<file path="src/rtl/countdown_pkg.sv">
// Shared types and default constants for the countdown timer.
// State encoding and parameter defaults live here so the top and any
// future register-file wrapper agree on them.
package countdown_pkg;

    typedef enum logic [1:0] {
        ST_IDLE  = 2'd0,
        ST_RUN   = 2'd1,
        ST_PAUSE = 2'd2,
        ST_DONE  = 2'd3
    } cd_state_e;

    localparam int unsigned CNT_W_DEF      = 16;
    localparam int unsigned TICK_DIV_DEF   = 100_000_000;
    localparam int unsigned WARN_LEVEL_DEF = 5;

endpackage

</file>
<file path="src/rtl/tick_gen.sv">
// Tick divider for the countdown timer.
// Counts enabled cycles and pulses tick combinationally on the DIV-th one.
// Holding enable low freezes the phase, and clear restarts it from zero.
module tick_gen #(
    parameter int unsigned DIV = 4
) (
    input  logic clk,
    input  logic rst,
    input  logic enable,
    input  logic clear,
    output logic tick
);

    localparam int unsigned W = (DIV > 2) ? $clog2(DIV) : 1;
    localparam logic [W-1:0] TERM = W'(DIV - 1);

    logic [W-1:0] cnt_q;

    assign tick = enable && (cnt_q == TERM);

    // Phase counter: clear wins over counting, and it wraps at the terminal count.
    always_ff @(posedge clk or posedge rst) begin
        if (rst) begin
            cnt_q <= '0;
        end else if (clear) begin
            cnt_q <= '0;
        end else if (enable) begin
            cnt_q <= tick ? '0 : cnt_q + W'(1);
        end
    end

endmodule

</file>
<file path="src/rtl/countdown_timer_p.sv">
// Countdown timer with pause/resume, abort and an early-warning output.
// Optional feature macro: COUNTDOWN_AUTO_RELOAD_EN. When it is defined, an
// auto_reload input is added, and expiry reloads the last started value
// instead of stopping.
//
// state    | meaning
// ---------+------------------------------------------------
// ST_IDLE  | stopped; remaining holds 0 after expiry/abort
// ST_RUN   | divider running, remaining decrements per tick
// ST_PAUSE | divider phase and remaining frozen
// ST_DONE  | single cycle after natural expiry (done high)
module countdown_timer_p
    import countdown_pkg::*;
#(
    parameter int unsigned CNT_W      = CNT_W_DEF,
    parameter int unsigned TICK_DIV   = TICK_DIV_DEF,
    parameter int unsigned WARN_LEVEL = WARN_LEVEL_DEF
) (
    input  logic             clk,
    input  logic             rst,
    input  logic [CNT_W-1:0] time_in,
    input  logic             start,
    input  logic             pause,
    input  logic             abort,
`ifdef COUNTDOWN_AUTO_RELOAD_EN
    input  logic             auto_reload,
`endif
    output logic [CNT_W-1:0] remaining,
    output logic             running,
    output logic             paused,
    output logic             done,
    output logic             warn
);

    localparam logic [CNT_W-1:0] WARN_L = CNT_W'(WARN_LEVEL);
    localparam logic [CNT_W-1:0] ONE    = CNT_W'(1);

    cd_state_e        state_q, state_d;
    logic [CNT_W-1:0] rem_q, rem_d;
    logic             running_q, running_d;
    logic             paused_q, paused_d;
    logic             done_q, done_d;
    logic             warn_q, warn_d;
    logic             div_en, div_clr, tick;
`ifdef COUNTDOWN_AUTO_RELOAD_EN
    logic [CNT_W-1:0] reload_q, reload_d;
`endif

    assign div_en = (state_q == ST_RUN);

    tick_gen #(.DIV(TICK_DIV)) u_tick_gen (
        .clk    (clk),
        .rst    (rst),
        .enable (div_en),
        .clear  (div_clr),
        .tick   (tick)
    );

    // Next-state and output decode; abort beats start, which beats pause.
    always_comb begin
        state_d = state_q;
        rem_d   = rem_q;
        div_clr = 1'b0;
        done_d  = 1'b0;
`ifdef COUNTDOWN_AUTO_RELOAD_EN
        reload_d = reload_q;
`endif
        if (abort) begin
            if (state_q == ST_RUN || state_q == ST_PAUSE) begin
                state_d = ST_IDLE;
                rem_d   = '0;
                div_clr = 1'b1;
            end else if (state_q == ST_DONE) begin
                state_d = ST_IDLE;
            end
        end else if (start) begin
            rem_d   = time_in;
            div_clr = 1'b1;
`ifdef COUNTDOWN_AUTO_RELOAD_EN
            reload_d = time_in;
`endif
            if (time_in == '0) begin
                state_d = ST_DONE;
                done_d  = 1'b1;
            end else begin
                state_d = ST_RUN;
            end
        end else begin
            unique case (state_q)
                ST_RUN: begin
                    // Expiry check uses <= 1 so remaining can never wrap below 0.
                    if (tick && rem_q <= ONE) begin
                        done_d = 1'b1;
`ifdef COUNTDOWN_AUTO_RELOAD_EN
                        if (auto_reload) begin
                            rem_d   = reload_q;
                            div_clr = 1'b1;
                        end else begin
                            rem_d   = '0;
                            state_d = ST_DONE;
                        end
`else
                        rem_d   = '0;
                        state_d = ST_DONE;
`endif
                    end else begin
                        if (tick) begin
                            rem_d = rem_q - ONE;
                        end
                        if (pause) begin
                            state_d = ST_PAUSE;
                        end
                    end
                end
                ST_PAUSE: begin
                    if (pause) begin
                        state_d = ST_RUN;
                    end
                end
                ST_DONE: state_d = ST_IDLE;
                default: state_d = state_q;
            endcase
        end
        running_d = (state_d == ST_RUN);
        paused_d  = (state_d == ST_PAUSE);
        warn_d    = (state_d == ST_RUN || state_d == ST_PAUSE) &&
                    (rem_d != '0) && (rem_d <= WARN_L);
    end

    // State, count and registered status outputs.
    always_ff @(posedge clk or posedge rst) begin
        if (rst) begin
            state_q   <= ST_IDLE;
            rem_q     <= '0;
            running_q <= 1'b0;
            paused_q  <= 1'b0;
            done_q    <= 1'b0;
            warn_q    <= 1'b0;
`ifdef COUNTDOWN_AUTO_RELOAD_EN
            reload_q  <= '0;
`endif
        end else begin
            state_q   <= state_d;
            rem_q     <= rem_d;
            running_q <= running_d;
            paused_q  <= paused_d;
            done_q    <= done_d;
            warn_q    <= warn_d;
`ifdef COUNTDOWN_AUTO_RELOAD_EN
            reload_q  <= reload_d;
`endif
        end
    end

    assign remaining = rem_q;
    assign running   = running_q;
    assign paused    = paused_q;
    assign done      = done_q;
    assign warn      = warn_q;

endmodule

</file>
<file path="config.mk">
export PLATFORM = sky130hd
export DESIGN_NAME = countdown_timer_p
export DESIGN_NICKNAME = d
export VERILOG_FILES = /design/src/rtl/countdown_pkg.sv /design/src/rtl/tick_gen.sv /design/src/rtl/countdown_timer_p.sv
export SDC_FILE = /design/constraint.sdc
export NUM_CORES = 1
export LEC_CHECK = 0
export CAP_MARGIN = 15
export CORE_MARGIN = 5
export CORE_UTILIZATION = 55
export DETAILED_ROUTE_END_ITERATION = 16
export PLACE_DENSITY = 0.8
export SETUP_SLACK_MARGIN = 0.3
export SYNTH_ARGS = -nofsm -noshare
export SYNTH_HDL_FRONTEND = slang
export SYNTH_SLANG_ARGS = --single-unit
</file>
<file path="constraint.sdc">
create_clock -name clk -period 4.95 [get_ports clk]
set_input_delay 1.485 -clock clk [delete_from_list [all_inputs] [get_ports clk]]
set_output_delay 1.485 -clock clk [all_outputs]
set_load 0.03 [all_outputs]
</file>
==> summary.txt, run 1 <==
Run status
  • Run status: completed

Logic synthesis
  • Cell area after synthesis: 3040 µm²
  • Post-synthesis register bit count: 49
  • Main flop type after synthesis: dfrtp_1
  • Register area share after synthesis: 40.4%
  • Cell variety after synth: 57
  • Syn Nets: 384
  • Yosys warns: 0
  • Avg Inst Size Synth: 8.61 µm²
  • Post-Syn Instances: 353
  • Number of synthesized flops with an enable pin: 0
  • Synth async-reset ratio: 100%

Place
  • Placed cell area: 3560 µm²
  • Gp weighted congestion: 0.966
  • Port buffer count: 40
  • Final HPWL from detailed placement: 6300 µm

Detailed routing
  • DRT Wirelength: 8620 µm
  • DR WL/cell: 18.3 µm
  • DR pass1 iterations: 6
  • WL met2: 4030 µm
  • Routed vias: 2987
  • Metal3 WL: 810 µm
  • Routed length on met1: 3530 µm
  • Uppermost routed layer: met4
  • DRC: 0
  • DRT iter0 DRCs: 420
  • Post-detailed-route count of antenna-violating nets: 0
  • DR vias/cell: 6.33

Critical path
  • Worst Path Max Fanout: 3
  • R2R cell count: 16
  • Setup slack, reg-to-reg: 0.53 ns
  • Worst EP arrival: 4.68 ns
  • Critical path type: in -> reg
  • Setup crit end kind: flip-flop
  • FF-to-FF End: warn
  • Setup crit start kind: primary input
  • Worst EP required: 5.15 ns
  • Worst reg2reg startpoint: state_q[1]

Clock tree
  • CTS root buffer: clkbuf_8
  • Clk sinks: 49
  • Clk_lat worst skew: 0.31 ns
  • Clock transition at path regs: 0.09 ns
  • Postcts setup bufs: 0
  • CTS Hold Bufs: 0
  • CTS Buf Count: 5
  • CTS max path bufs: 2
  • H-tree depth: 2
  • TritonCTS clock tree: yes

Floorplan
  • Initial Util: 55.9%
  • DIE AREA: 7110 µm²
  • CORE AREA: 5440 µm²
  • FP Rows: 27
  • Die width: 84.3 µm
  • Ports: 41
  • Die height: 84.3 µm

Global route
  • Gr usage total: 24.4%
  • Vias in the first global route: 2795
  • GRT overflow: 0
  • First-pass GRT wire length: 14000 µm
  • Largest net degree at the start of global routing: 50
  • Initial antenna violation count: 0

Layout
  • N_diodes: 0
  • Share of cells above drive strength 1: 8.25%
  • Post-layout util: 67.6%
  • Nets: 430
  • Final Instance Area: 3680 µm²
  • Layout fillers: 449
  • Layout area overhead: 21.1%

Run
  • Max-Cap Viols: 0

Power
  • Power per cell area: 286 nW/µm²
  • Design Power: 1.05 mW
  • Leak: 1.48 nW
  • Maximum VDD drop: 0.187 mV

STA
  • RSZ-0062 raised after global routing: false
  • Setup_tns: 0 ns
  • Final hold violations: 0
  • Max Fclk: 224 MHz
  • Final setup vio count: 0
  • Worst-Margin Slew: 1.02 ns
  • Final Skew: 0.00891 ns
  • Fin crit share: 90.4%
  • Max Slew Vio Count: 0
  • Relative slew slack: 31.8%
  • Fin crit period: 4.47 ns

Min path
  • Hold path startpoint: u_tick_gen.cnt_q[26]
  • Hold Path Class: reg -> reg
  • Hold path endpoint: u_tick_gen.cnt_q[26]
  • Min-Delay Path Depth: 1
## stage by stage
step                setup slack [ns]  hold WS, ns  instances
CTS                            0.365        0.498        472
floorplan                      0.596        0.445        353
detailed placement             0.152        0.473        464
finish                         0.476        0.504        472
global placement               0.242        0.468        464
global route                   0.280        0.527        472
## Yosys cell counts, drive strengths merged, types with 4 or more instances
cell type / number / area share (%)
o21ai: 28 / 4.6
nor2: 33 / 4.1
nand3: 23 / 3.8
nand4: 11 / 2.3
o211ai: 4 / 0.99
clkbuf: 11 / 1.4
ha: 10 / 4.1
dfrtp: 49 / 40
inv: 15 / 1.9
or3: 11 / 2.4
nor4: 9 / 1.9
xor2: 14 / 4.0
a21oi: 22 / 3.6
nand2: 31 / 3.8
nor3: 13 / 2.1
a22oi: 5 / 1.2
## per-layer routing
metal / vias up / track usage [%]
li1: 1404 / -
met1: 1379 / 30.8
met2: 173 / 39.9
met3: 31 / 6.48
met4: 0 / 9.65
met5: - / 0
## flip-flops by register name, summed over array words and instances, names as in the netlist
| register | flops |
|---|---|
| u_tick_gen.cnt_q | 27 |
| running | 1 |
| state_q | 2 |
| warn | 1 |
| done | 1 |
| paused | 1 |
| remaining | 16 |
## area by class of cell
class                      count  area [µm²]  area share, %
clock buffer                   6        82.6           2.24
timing repair buffer          52         490           13.3
multi-input combinational    276        1720           46.7
tap                           72        90.1           2.45
inverter                      15        56.3           1.53
clock inverter                 2        13.8          0.374
sequential                    49        1230           33.3
## power by group
group	switching, mW	internal, mW	total [mW]
registers	0.0422	0.427	0.469
clock network	0.138	0.114	0.252
logic	0.203	0.128	0.331
## critical path: stages
cell and delay (ns):
clkdlybuf4s50_1 0.45, nor4_2 0.35, nand4_1 0.17, a21oi_1 0.22, a22o_1 0.21, inv_1 0.05, ha_1 0.27, nand3b_1 0.16
a211oi_1 0.19, or4b_1 0.51, a2111o_1 0.32, a2111oi_2 0.28
## cell usage in the layout (no fill, tap or decap), types with 4 or more instances in the layout
| cell | instances |
|---|---|
| a21oi_1 | 22 |
| a22oi_1 | 5 |
| buf_4 | 12 |
| clkbuf_8 | 6 |
| clkdlybuf4s50_1 | 40 |
| dfrtp_1 | 49 |
| ha_1 | 10 |
| inv_1 | 14 |
| nand2_1 | 31 |
| nand3_1 | 23 |
| nand4_1 | 11 |
| nor2_1 | 33 |
| nor3_1 | 12 |
| nor4_1 | 6 |
| o211ai_1 | 4 |
| o21ai_0 | 27 |
| or3_1 | 10 |
| xor2_1 | 14 |
## kinds of logic after synthesis
kind of cell / after synthesis / synth area share, %
AND/OR/NAND/NOR: 157 / 26.7
XOR/XNOR: 16 / 4.61
multiplexers: 3 / 0.989
AO/OA/AOI/OAI: 90 / 19.4
adder cells (fa/ha/maj): 10 / 4.12
flip-flops: 49 / 40.4
buffers and inverters: 28 / 3.83
## worst max path at each step
stage	startpoint	to	slack, ns
finish	time_in[8]	warn	0.48
global route	time_in[8]	warn	0.28
CTS	state_q[1]	warn	0.36
detailed placement	time_in[13]	warn	0.15
global placement	time_in[8]	warn	0.24
floorplan	state_q[1]	warn	0.60
## timing repair
action | in CTS | in global routing
endpoints found under the setup margin | 0 | 1
resized for setup | 0 | 5
endpoints found under the hold margin | 0 | 0
(Power assumes the default switching activity.)
==> run 2, diff against run 1 <==
Settings changed: MAX_ROUTING_LAYER set to met4, TNS_END_PERCENT set to 30.
==> run 2 against run 1 <==
Effect of this change:
- design area rose by 1.1%
- sequential power barely moved
- register-to-register slack improved by 0.07 ns
- critical path depth did not move
- worst hold slack improved by 0.0080 ns
- utilization rose by 0.74 points
- cell count rose by 0.42%
- non-clock buffer count rose by 3
- global-route usage rose by 2.0 points
- largest cell class unchanged
==> summary.txt, run 2 (synthesized netlist as in run 1, its figures left out) <==
Run status
  • Run status: completed

Floorplan
  • Ports: 41 (unchanged)
  • Die width: 84.3 µm (unchanged)
  • DIE AREA: 7110 µm² (unchanged)
  • CORE AREA: 5440 µm² (unchanged)
  • Die height: 84.3 µm (unchanged)
  • Initial Util: 55.9% (unchanged)
  • FP Rows: 27 (unchanged)

STA
  • Max Fclk: 228 MHz (+1.9%)
  • Final Skew: 0.0150 ns (+0.00610 ns)
  • Max Slew Vio Count: 0 (unchanged)
  • Relative slew slack: 44.5% (+13 points)
  • Worst-Margin Slew: 0.825 ns (-0.196 ns)
  • Fin crit period: 4.39 ns (-0.0853 ns)
  • RSZ-0062 raised after global routing: false
  • Fin crit share: 88.7% (-1.7 points)
  • Setup_tns: 0 ns (unchanged)
  • Final setup vio count: 0 (unchanged)
  • Final hold violations: 0 (unchanged)

Power
  • Clk network pwr share: 26.2% (+2.3 points)
  • Switch Pwr: 0.392 mW (+2.3%)
  • Leak: 1.51 nW (+1.5%)
  • Total internal power: 0.704 mW (+5.5%)
  • Comb power frac: 31.1% (-0.4 points)
  • Power per cell area: 295 nW/µm² (+3.2%)
  • Maximum VDD drop: 0.164 mV (-12%)
  • Seq pwr share: 42.7% (-1.9 points)
  • Sw frac: 35.8% (-0.71 points)
  • Design Power: 1.10 mW (+4.3%)

Layout
  • Multi-input gate area: 1720 µm² (-0.15%)
  • N_diodes: 0 (unchanged)
  • Highest-count cells in the layout ignoring fill and taps: dfrtp_1 (49), clkdlybuf4s50_1 (40), nor2_1 (33), nand2_1 (31), o21ai_0 (27)
  • Largest reg by FF count: u_tick_gen.cnt_q
  • Fin cells: 474 (+0.42%)
  • Layout area overhead: 22.4%
  • Max FFs per register: 27 (unchanged)
  • Commonest non-fill, non-tap cell in the layout: dfrtp_1
  • Reg area: 1230 µm² (unchanged)
  • Share of cells above drive strength 1: 8.71% (+0.46 points)
  • Layout fillers: 441 (-1.8%)
  • Nets: 433 (+0.70%)

Critical path
  • FF-to-FF End: warn
  • CP Cell Sequence: clkdlybuf4s50_1 > nor4_2 > nand4_1 > a21oi_2 > a22o_1 > inv_1 > ha_1 > nand3b_1 > a211oi_1 > or4b_1 > a2111o_1 > a2111oi_2
  • Critical path's slowest cell: or4b_1
  • Worst reg2reg startpoint: state_q[1]
  • R2R cell count: 16 (unchanged)
  • Setup crit end kind: flip-flop
  • Worst EP required: 5.17 ns (+0.02 ns)
  • Worst EP arrival: 4.61 ns (-0.07 ns)
  • Worst Path Max Fanout: 3 (unchanged)
  • Crit-path max cell delay: 0.52 ns (about the same)
  • Setup slack, reg-to-reg: 0.60 ns (+0.07 ns)
  • Setup crit start kind: primary input
  • Critical path type: in -> reg

Place
  • Inst Count DP: 466 (+0.43%)
  • Gp weighted congestion: 1.01 (+5.1%)
  • Final HPWL from detailed placement: 6520 µm (+3.5%)
  • Port buffer count: 40 (unchanged)

Detailed routing
  • DRT iter0 DRCs: 449 (+6.9%)
  • DR vias/cell: 6.46 (+2.1%)
  • DR pass1 iterations: 6 (unchanged)
  • DRC: 0 (unchanged)
  • Routed vias: 3062 (+2.5%)
  • DRT Wirelength: 9030 µm (+4.7%)
  • Post-detailed-route count of antenna-violating nets: 0 (unchanged)
  • DR WL/cell: 19.0 µm (+4.3%)

Clock tree
  • CTS Buf Count: 5 (unchanged)
  • Clock transition at path regs: 0.10 ns (about the same)
  • CTS root buffer: clkbuf_8
  • TritonCTS clock tree: yes
  • H-tree depth: 2 (unchanged)
  • Clk_lat worst skew: 0.32 ns (about the same)
  • CTS max path bufs: 2 (unchanged)
  • Clk sinks: 49 (unchanged)
  • Postcts setup bufs: 0 (unchanged)
  • Resize count post-CTS: 0 (unchanged)
  • CTS Hold Bufs: 0 (unchanged)

Run
  • Max-Cap Viols: 0 (unchanged)

Global route
  • Gr usage total: 26.5% (+2.0 points)
  • First-pass GRT wire length: 14900 µm (+5.8%)
  • Vias in the first global route: 2908 (+4.0%)
  • Largest net degree at the start of global routing: 50 (unchanged)
  • GRT overflow: 0 (unchanged)
  • Initial antenna violation count: 0 (unchanged)

Min path
  • Hold path startpoint: u_tick_gen.cnt_q[26]
  • Min-Delay Path Depth: 1 (unchanged)
  • Hold path endpoint: u_tick_gen.cnt_q[26]
  • Hold Path Class: reg -> reg
[run 2: cell count changes in the layout (fill, tap and decap cells not counted), sizes merged]
cell / previous run / this run
buf: 12 / 15
bufinv: 0 / 1
clkbuf: 6 / 5
clkinv: 2 / 1
[run 2: power groups by stage]
stage	registers, mW	clock network, mW	logic, mW
after detailed placement	0.474	0	0.328
after global routing	0.472	0.306	0.366
after CTS	0.466	0.290	0.330
final	0.468	0.288	0.341
after global placement	0.474	0	0.326
after floorplan	0.501	0	0.165
[run 2: layout make-up]
cell class,count,share of cell area [%]
clock buffer,5,1.85
clock inverter,2,0.942
inverter,15,1.51
multi-input combinational,276,46.2
sequential,49,33.0
tap,72,2.42
timing repair buffer,55,14.1
[run 2: through the flow]
step	instance area, µm²	hold WS, ns	util [%]	setup slack, ns
after global routing	3720	0.547	68.4	0.341
final	3720	0.512	68.4	0.562
after global placement	3570	0.468	65.7	0.222
after CTS	3680	0.507	67.6	0.446
after floorplan	3040	0.445	-	0.596
after detailed placement	3570	0.488	65.7	0.185
[run 2: critical path, delay by kind of cell]
family                     cells  cell delay [ns]
buffers and inverters          2             0.52
adders and majority gates      1             0.28
and+or+nand+nor                4             1.16
AOI/OAI and AO/OA              5             1.18
[run 2: how the worst max path moves through the flow]
| stage | slack (ns) | from | to | cells after the start |
|---|---|---|---|---|
| global route | 0.34 | time_in[14] | warn | 12 |
| finish | 0.56 | time_in[13] | warn | 12 |
| detailed placement | 0.19 | time_in[13] | warn | 12 |
| CTS | 0.45 | state_q[1] | warn | 16 |
| global placement | 0.22 | time_in[8] | warn | 12 |
| floorplan | 0.60 | state_q[1] | warn | 19 |
[run 2: per-layer routing]
metal / track usage (%) / up-vias / share of wire [%]
li1: - / 1402 / -
met1: 33.1 / 1454 / 41
met2: 42.4 / 176 / 48
met3: 5.89 / 30 / 8.9
met4: 8.92 / 0 / 2.5
met5: - / - / 0
